--- src/rtl/yapp_rx_pkg.sv ---
// Shared constants, FSM state codes and header field helpers for the YAPP receive router.
package yapp_rx_pkg;

    localparam int DEF_DATA_W     = 8;
    localparam int DEF_ADDR_W     = 2;
    localparam int DEF_NUM_CH     = 3;
    localparam int DEF_FIFO_DEPTH = 64;
    localparam int MAX_LEN        = 2**(DEF_DATA_W - DEF_ADDR_W) - 1;
    localparam int PTR_W          = $clog2(DEF_FIFO_DEPTH) + 1;

    localparam logic [1:0] ST_IDLE    = 2'd0;
    localparam logic [1:0] ST_PAYLOAD = 2'd1;
    localparam logic [1:0] ST_PARITY  = 2'd2;
    localparam logic [1:0] ST_DISCARD = 2'd3;

    // Widths vary per instance, so fields are returned zero-extended to 32 bits.
    function automatic logic [31:0] hdr_addr(input logic [31:0] hdr, input int unsigned aw);
        return hdr & ((32'd1 << aw) - 32'd1);
    endfunction

    function automatic logic [31:0] hdr_len(input logic [31:0] hdr, input int unsigned aw);
        return hdr >> aw;
    endfunction

endpackage

--- src/rtl/yapp_commit_fifo.sv ---
// Per-channel byte FIFO with a commit pointer: readers see only committed bytes,
// and an uncommitted tail can be rewound away.
module yapp_commit_fifo #(
    parameter int DATA_W = 8,
    parameter int DEPTH  = 64
) (
    input  logic                          clock,
    input  logic                          reset,
    input  logic                          wr_en,
    input  logic [DATA_W-1:0]             wr_data,
    input  logic                          commit,
    input  logic                          rewind,
    input  logic                          rd_en,
    output logic [DATA_W-1:0]             rd_data,
    output logic                          vld,
    output logic [$clog2(DEPTH):0]        free_nxt
);
    localparam int AW = $clog2(DEPTH);
    localparam int PW = AW + 1;

    logic [DATA_W-1:0] mem [DEPTH];
    logic [PW-1:0]     wr_ptr, cm_ptr, rd_ptr, wr_nxt, rd_nxt;
    logic              rd_fire;

    assign vld     = rd_ptr != cm_ptr;
    assign rd_fire = rd_en && vld;
    assign rd_data = vld ? mem[rd_ptr[AW-1:0]] : '0;
    assign wr_nxt  = rewind ? cm_ptr : wr_ptr + PW'(wr_en);
    assign rd_nxt  = rd_ptr + PW'(rd_fire);
    // Space after this cycle's write and pop, so backpressure can be registered.
    assign free_nxt = PW'(DEPTH) - (wr_nxt - rd_nxt);

    always_ff @(posedge clock or negedge reset) begin
        if (!reset) begin
            wr_ptr <= '0;
            cm_ptr <= '0;
            rd_ptr <= '0;
        end else begin
            wr_ptr <= wr_nxt;
            rd_ptr <= rd_nxt;
            if (commit) cm_ptr <= wr_ptr;
        end
    end

    always_ff @(posedge clock) begin
        if (wr_en) mem[wr_ptr[AW-1:0]] <= wr_data;
    end

endmodule

--- src/rtl/yapp_rx_router.sv ---
// YAPP input port: parses header/payload/parity, writes packets into per-channel
// commit FIFOs and publishes them only when parity matches.
module yapp_rx_router
    import yapp_rx_pkg::*;
#(
    parameter int DATA_W     = DEF_DATA_W,
    parameter int NUM_CH     = DEF_NUM_CH,
    parameter int ADDR_W     = DEF_ADDR_W,
    parameter int FIFO_DEPTH = DEF_FIFO_DEPTH
) (
    input  logic                       clock,
    input  logic                       reset,
    input  logic [DATA_W-1:0]          in_data,
    input  logic                       in_data_vld,
    output logic                       in_suspend,
    output logic                       error,
    output logic [NUM_CH*DATA_W-1:0]   ch_data,
    output logic [NUM_CH-1:0]          ch_vld,
    input  logic [NUM_CH-1:0]          ch_rd,
    output logic [15:0]                drop_cnt
);
    localparam int LEN_W = DATA_W - ADDR_W;
    localparam int PW    = $clog2(FIFO_DEPTH) + 1;
    localparam logic [LEN_W:0] REM_ONE = (LEN_W+1)'(1);

    logic [1:0]        state, state_d;
    logic [DATA_W-1:0] acc, acc_d;
    logic [LEN_W:0]    rem, rem_d;
    logic [ADDR_W-1:0] tgt, tgt_d, wch;
    logic [31:0]       h_addr, h_len;
    logic              hdr_bad, wr_en, commit, rewind, drop, sus_d;

    logic [NUM_CH-1:0][DATA_W-1:0] rd_data;
    logic [NUM_CH-1:0][PW-1:0]     free_nxt;
    logic [NUM_CH-1:0]             full_nxt;

    assign h_addr  = hdr_addr(32'(in_data), ADDR_W);
    assign h_len   = hdr_len(32'(in_data), ADDR_W);
    assign hdr_bad = (h_addr >= 32'(NUM_CH)) || (h_len == 32'd0);
    assign wch     = (state == ST_IDLE) ? h_addr[ADDR_W-1:0] : tgt;
    assign ch_data = rd_data;

    always_comb begin
        state_d = state;
        acc_d   = acc;
        rem_d   = rem;
        tgt_d   = tgt;
        wr_en   = 1'b0;
        commit  = 1'b0;
        rewind  = 1'b0;
        drop    = 1'b0;
        if (in_data_vld) begin
            case (state)
                ST_IDLE: begin
                    if (hdr_bad) begin
                        // Skip len payload bytes plus the parity byte.
                        drop    = 1'b1;
                        rem_d   = {1'b0, h_len[LEN_W-1:0]} + REM_ONE;
                        state_d = ST_DISCARD;
                    end else begin
                        wr_en   = 1'b1;
                        acc_d   = in_data;
                        rem_d   = {1'b0, h_len[LEN_W-1:0]};
                        tgt_d   = h_addr[ADDR_W-1:0];
                        state_d = ST_PAYLOAD;
                    end
                end
                ST_PAYLOAD: begin
                    wr_en = 1'b1;
                    acc_d = acc ^ in_data;
                    rem_d = rem - REM_ONE;
                    if (rem == REM_ONE) state_d = ST_PARITY;
                end
                ST_PARITY: begin
                    if (in_data == acc) begin
                        commit = 1'b1;
                    end else begin
                        rewind = 1'b1;
                        drop   = 1'b1;
                    end
                    state_d = ST_IDLE;
                end
                default: begin
                    rem_d = rem - REM_ONE;
                    if (rem == REM_ONE) state_d = ST_IDLE;
                end
            endcase
        end
    end

    // In IDLE the next header may go anywhere, so any full channel holds the sender.
    always_comb begin
        sus_d = 1'b0;
        if (state_d == ST_PAYLOAD)   sus_d = full_nxt[tgt_d];
        else if (state_d == ST_IDLE) sus_d = |full_nxt;
    end

    always_ff @(posedge clock or negedge reset) begin
        if (!reset) begin
            state      <= ST_IDLE;
            acc        <= '0;
            rem        <= '0;
            tgt        <= '0;
            in_suspend <= 1'b0;
            error      <= 1'b0;
            drop_cnt   <= '0;
        end else begin
            state      <= state_d;
            acc        <= acc_d;
            rem        <= rem_d;
            tgt        <= tgt_d;
            in_suspend <= sus_d;
            error      <= drop;
            if (drop && drop_cnt != 16'hFFFF) drop_cnt <= drop_cnt + 16'd1;
        end
    end

    for (genvar c = 0; c < NUM_CH; c++) begin : g_ch
        yapp_commit_fifo #(.DATA_W(DATA_W), .DEPTH(FIFO_DEPTH)) u_fifo (
            .clock    (clock),
            .reset    (reset),
            .wr_en    (wr_en && (wch == ADDR_W'(c))),
            .wr_data  (in_data),
            .commit   (commit && (tgt == ADDR_W'(c))),
            .rewind   (rewind && (tgt == ADDR_W'(c))),
            .rd_en    (ch_rd[c]),
            .rd_data  (rd_data[c]),
            .vld      (ch_vld[c]),
            .free_nxt (free_nxt[c])
        );
        assign full_nxt[c] = (free_nxt[c] == '0);
    end

endmodule

--- config.mk ---
export PLATFORM = sky130hd
export DESIGN_NAME = yapp_rx_router
export DESIGN_NICKNAME = d
export VERILOG_FILES = /design/src/rtl/yapp_rx_pkg.sv /design/src/rtl/yapp_commit_fifo.sv /design/src/rtl/yapp_rx_router.sv
export SDC_FILE = /design/constraint.sdc
export NUM_CORES = 2
export LEC_CHECK = 0
export CORE_UTILIZATION = 47
export DETAILED_ROUTE_END_ITERATION = 16
export GPL_TIMING_DRIVEN = 0
export SLEW_MARGIN = 20
export SYNTH_ARGS = -nofsm -noshare
export SYNTH_HDL_FRONTEND = slang
export SYNTH_HIERARCHICAL = 1
export SYNTH_SLANG_ARGS = --single-unit
--- constraint.sdc ---
create_clock -name clock -period 5.6 [get_ports clock]
set_input_delay 0.56 -clock clock [delete_from_list [all_inputs] [get_ports clock]]
set_output_delay 0.56 -clock clock [all_outputs]
set_load 0.05 [all_outputs]
Yosys cells after proc, flatten, opt, wreduce, memory -nomap -nowiden
Memory sizes are Yosys's and may differ from the RTL's.
Cells that the tools add are included.
{ "op_classes": {"magnitude_cmp": 2, "div": 0, "reduce_logical": 26, "n_mul": 0, "eq_ne": 14, "n_bitwise": 2, "shift": 0, "addsub": 15, "mux": 41} }
{ "op_table": {"columns": ["operator", "n"], "rows": [
  ["$add 7x1->7", 6],
  ["$logic_not 32->1", 1],
  ["$mux 8", 4],
  ["$mux 7", 4],
  ["$logic_not 7->1", 3],
  ["$ne 7x7->1", 3],
  ["$sub 7x7->7", 3],
  ["$sub 7x7->7 const A", 3],
  ["$mux 1", 19],
  ["$add 16x1->16 const B", 1],
  ["$mux 2", 8],
  ["$ne 16x16->1 const B", 1],
  ["$pmux 8 s2", 1],
  ["$pmux 7 s2", 1],
  ["$logic_and 1x1->1", 13],
  ["$eq 2x1->1 const B", 4],
  ["$eq 8x8->1", 1],
  ["$logic_not 2->1", 4],
  ["$xor 8x8->8", 1],
  ["$add 6x1->7 const B", 1],
  ["$eq 7x1->1 const B", 1],
  ["$sub 7x1->7 const B", 1],
  ["$eq 2x2->1 const B", 3],
  ["$pmux 2 s3", 1],
  ["other kinds (11)", 12]
]} }
{ "totals": {"elab_cells": 119, "output_inout_bits": 45, "in_bits": 14, "mem_bits_rw": 1536, "ff_bits": 100, "latch_bits": 0, "n_memories": 3, "romBits": 0} }
{ "mem_list": {"columns": ["name", "words", "word_bits", "rd", "rd_ports_with_merged_regs", "wr", "line_no", "source"], "rows": [
  ["g_ch[0].u_fifo.mem", 64, 8, 1, 0, 1, "yapp_commit_fifo.sv:21", "logic [DATA_W-1:0] mem [DEPTH];"],
  ["g_ch[1].u_fifo.mem", 64, 8, 1, 0, 1, "yapp_commit_fifo.sv:21", null],
  ["g_ch[2].u_fifo.mem", 64, 8, 1, 0, 1, "yapp_commit_fifo.sv:21", null]
]} }

Depth between registers and ports, before layout
{ "depth": {"depth_word": 14, "mapped_depth": 25, "depth_no_buf": 24} }

By module
The synthesis kept the hierarchy.
{ "modules_own_cells": {"columns": ["mod", "area_each_um2", "cells_per_inst", "n_inst", "seq_area_each_um2"], "rows": [
  ["yapp_commit_fifo at g_ch[0].u_fifo ...", 21235.4, 1056, 2, 15900.2],
  ["yapp_commit_fifo at g_ch[2].u_fifo", 21485.6, 1079, 1, 15900.2],
  ["yapp_rx_router", 2387.3, 256, 1, 925.9]
]} }

Worst setup path before layout
OpenSTA, ideal clock, no wires.
{ "synth_timing": {"kind": "input to register", "from": "in in_data[6]", "to": "reg in_suspend", "t_required_ns": 5.520, "path_slack_ns": 0.397, "arrival_ns": 5.124, "stages": 21, "setup_ns": 0.080, "path_buffers": 2, "cell_sequence": "clkbuf_1 -> or4b_4 -> o21ai_4 -> nand2_1 -> and2_1 -> clkbuf_1 -> a21boi_0 -> ha_1 -> ha_1 -> mux2i_1 -> ha_1 -> ha_1 -> fa_1 -> a21o_1 -> a21oi_1 -> xnor2_1 -> or4_1 -> nor4_1 -> a21boi_0 -> o21ai_1 -> nor3b_2"} }
{ "synth_rtl": {"columns": ["element", "line_no", "source"], "rows": [
  ["from (decl)", "yapp_rx_router.sv:13", "input logic [DATA_W-1:0] in_data,"],
  ["to (signal assigned)", "yapp_rx_router.sv:112", "in_suspend <= sus_d;"],
  ["to (decl)", "yapp_rx_router.sv:15", "output logic in_suspend,"]
]} }

==> reports/metrics.cfg <==
[run_status]
status = finished, final reports clean

[global_routing]
use_met2 = 0.370
grt_use_met1 = 0.341
antenna_found_initial = 0
grt_busiest_layer = met2
grt_pass1_wl_mm = 241
grtUsageMet3 = 0.0397
grt_pass1_vias = 34500
gr-usage-all-layers = 0.236
overflow = 0
grt_max_degree = 121

[setup_path]
worstSetupPathType = in2reg
path_buf_inv = 3
critPathMaxStageDelay_ns = 0.56
crit_path_end_kind = register
arrival_ns = 6.24
critPathMostFrequentCell = ha_1
crit_family = simple AND/OR/NAND/NOR gates
critical_path_required_ns = 6.30
cp_slowest_cell = or4_1
crit_fanout = 109
cp-start-kind = primary input
path_cells = buf_12 -> inv_2 -> ha_1 -> or4b_4 -> o21ai_4 -> nand2_1 -> and2_2 -> nor2b_4 -> ha_1 -> ha_1 -> mux2i_2 -> ha_1 -> ha_1 -> fa_1 -> a21o_1 -> a21oi_1 -> xnor2_1 -> or4_1 -> nor4_4 -> buf_4 -> mux2i_1 -> o21ai_1 -> nor3b_2

[clock_network]
cts_buffer_depth = 3
cts_tree = done
clk-insertion-delay-late_ns = 0.80
clk_pin_slew_ns = 0.06
ctsHtreeMaxLevel = 4
clockRootBuffer = clkbuf_16
cts.sinks = 1636
cts_buffers = 169

[layout]
seqCellArea_sq_um = 48600
fill_cells = 10900
diodes = 0
nets = 3756
final_cells = 5703
final_cell_mix = 1536 x edfxtp_1, 304 x mux4_2, 232 x nor2_1
stdcell_area_sq_um = 75400
utilization = 0.539
layout-drive-gt1-share = 0.211
final_common_cell = edfxtp_1
area_growth_pct = 13.6
multi_input_area_sq_um = 16500

[synth]
ys_ff_latch = 1636
async_flop_share = 0.0611
yosys_most_used_dff = edfxtp_1
synth_area_sq_um = 66300
synth_seq_area_share = 0.733
syn-num-nets = 3514
synth_area_per_cell_sq_um = 19.2
yosysWarnings = 6
synthCells = 3447
synth-edff-count = 1536
ys_types = 77

[power_and_ir_drop]
p_int_mw = 25.4
power_frac_comb = 0.346
ir_drop_mv = 0.762
power_density_nw_per_um2 = 508
power_frac_clock = 0.291
p_leak_nw = 24.5
pwr-share-seq = 0.363
switchingPower_mw = 12.8
p_sw_frac = 0.336

[die]
fp.dieH_um = 378
pin_count = 59
start_util = 0.475
dieArea_sq_um = 143000
die_w_um = 378
rows = 137
core_area_sq_um = 140000

[hold_path]
hold_path.class = in2reg

[detailed_routing]
drt_wl_total_mm = 165
drt_iter0_drc = 3595
avgRoutedWirePerCell_um = 29.0
via_count = 34000
avgViaCountPerCell = 5.97
drc_errors = 0
ant_nets = 0
first_pass_iters = 6

[sta]
relSlewSlack = 0.235
fin_setup_tns_ns = 0
slew_violations = 0
skew_ns = 0.0208
setup-violations-final = 0
final_hold_viol_count = 0
fmax_mhz = 181
tightest_slew_ns = 1.14
layout_min_cycle_time_ns = 5.54
min_period_over_period = 0.989

[place]
hpwl_mm = 105
gp_congestion = 0.821
portBuffers = 58
placed_cells = 5391
placed_area_sq_um = 69600

[flow_run]
drv_cap = 0

## worst paths after layout
check | slack, ns | start | to | cells after the start
worst max register to register | 0.26 | g_ch[2].u_fifo/rd_ptr[0] | in_suspend | 20
worst min register to register | 0.51 | drop_cnt[6] | drop_cnt[6] | 1
worst min-delay path | 0.1 | in_data[7] | rem[6] | 3
max in group asynchronous | 4.62 | reset | g_ch[1].u_fifo/rd_ptr[2] | 3
worst max-delay path | 0.06 | in_data[3] | in_suspend | 23
min in group asynchronous | 0.30 | reset | g_ch[0].u_fifo/cm_ptr[1] | 2
## worst register-to-register path, cell delays in order (launching register included)
cell	delay, ns
dfrtp_1	0.36
buf_6	0.19
buf_8	0.20
xnor2_1	0.15
nand4_1	0.21
or3_4	0.47
and2_1	0.24
ha_1	0.25
ha_1	0.34
ha_1	0.30
ha_1	0.22
fa_1	0.46
a21o_1	0.19
a21oi_1	0.16
xnor2_1	0.08
or4_1	0.56
nor4_4	0.28
buf_4	0.20
mux2i_1	0.09
o21ai_1	0.12
nor3b_2	0.18
## what timing repair did
item / CTS / global route
setup buffers: 3 / 3
gates cloned: 3 / 1
resized for setup: 16 / 13
hold buffers: 1 / 0
pin swaps: 2 / 2
endpoints found under the hold margin: 44 / 0
setup endpoints to repair: 1 / 1
## logic make-up after synthesis
group | after synthesis | share of synthesized area
DFF | 1636 | 0.733
and+or+nand+nor | 613 | 0.0446
muxes | 513 | 0.144
AOI/OAI and AO/OA | 316 | 0.0357
buffers and inverters | 225 | 0.0200
xor gates and xnor gates | 91 | 0.0127
adders and majority gates | 53 | 0.0103
## stage by stage
| step | power (mW) | setup WS (ns) | hold slack (ns) |
|---|---|---|---|
| after global placement | 27.2 | -8.37 | 0.487 |
| after detailed placement | 27.2 | -2.21 | 0.492 |
| after floorplan | 22.6 | 0.397 | 0.264 |
| final | 38.3 | 0.0600 | 0.0984 |
| after CTS | 38.5 | 0.0134 | 0.0543 |
| after global routing | 39.7 | -0.000646 | 0.0994 |
## power by group through the flow
stage	clock, mW	combinational (mW)	sequential [mW]
finish	11.1	13.2	13.9
global placement	0	13.0	14.2
floorplan	0	8.50	14.1
detailed placement	0	13.1	14.1
global route	11.8	13.9	13.9
CTS	11.3	13.3	13.9
## layout make-up
type                    count  share of cell area
plain buffers             178              0.0153
clock buffers             224              0.0622
clock inverters            85              0.0107
inverters                  41             0.00204
multi-input cells        1586               0.220
flip-flops and latches   1636               0.645
well taps                1876              0.0311
repair buffers             77              0.0138
## state kept, by name, indices dropped and copies added, names as in the netlist
register	count
g_ch.u_fifo/mem	1536
g_ch.u_fifo/cm_ptr	21
g_ch.u_fifo/rd_ptr	21
g_ch.u_fifo/wr_ptr	21
drop_cnt	16
acc	8
rem	7
state	2
tgt	2
error	1
in_suspend	1
## synthesized netlist by cell type, types with 38 or more instances
library cell	instances	area, sq um
buf_2	41	205
edfxtp_1	1536	46100
o21ai_0	38	190
nand3_1	66	330
nor2_1	232	871
nand2_1	136	510
clkbuf_1	74	278
ha_1	50	626
mux2_2	83	935
xor2_1	51	447
mux4_2	304	6850
a22oi_1	56	420
inv_1	41	154
dfrtp_1	100	2500
a221oi_1	45	394
mux2i_1	94	941
nor2b_1	38	238
## per-layer routing
metal	up-vias	share of wire
met2	1224	0.47
met5	-	0
met1	18100	0.44
met4	0	0.025
li1	14500	-
met3	238	0.066
No activity file was read; power rests on OpenSTA's default activity.
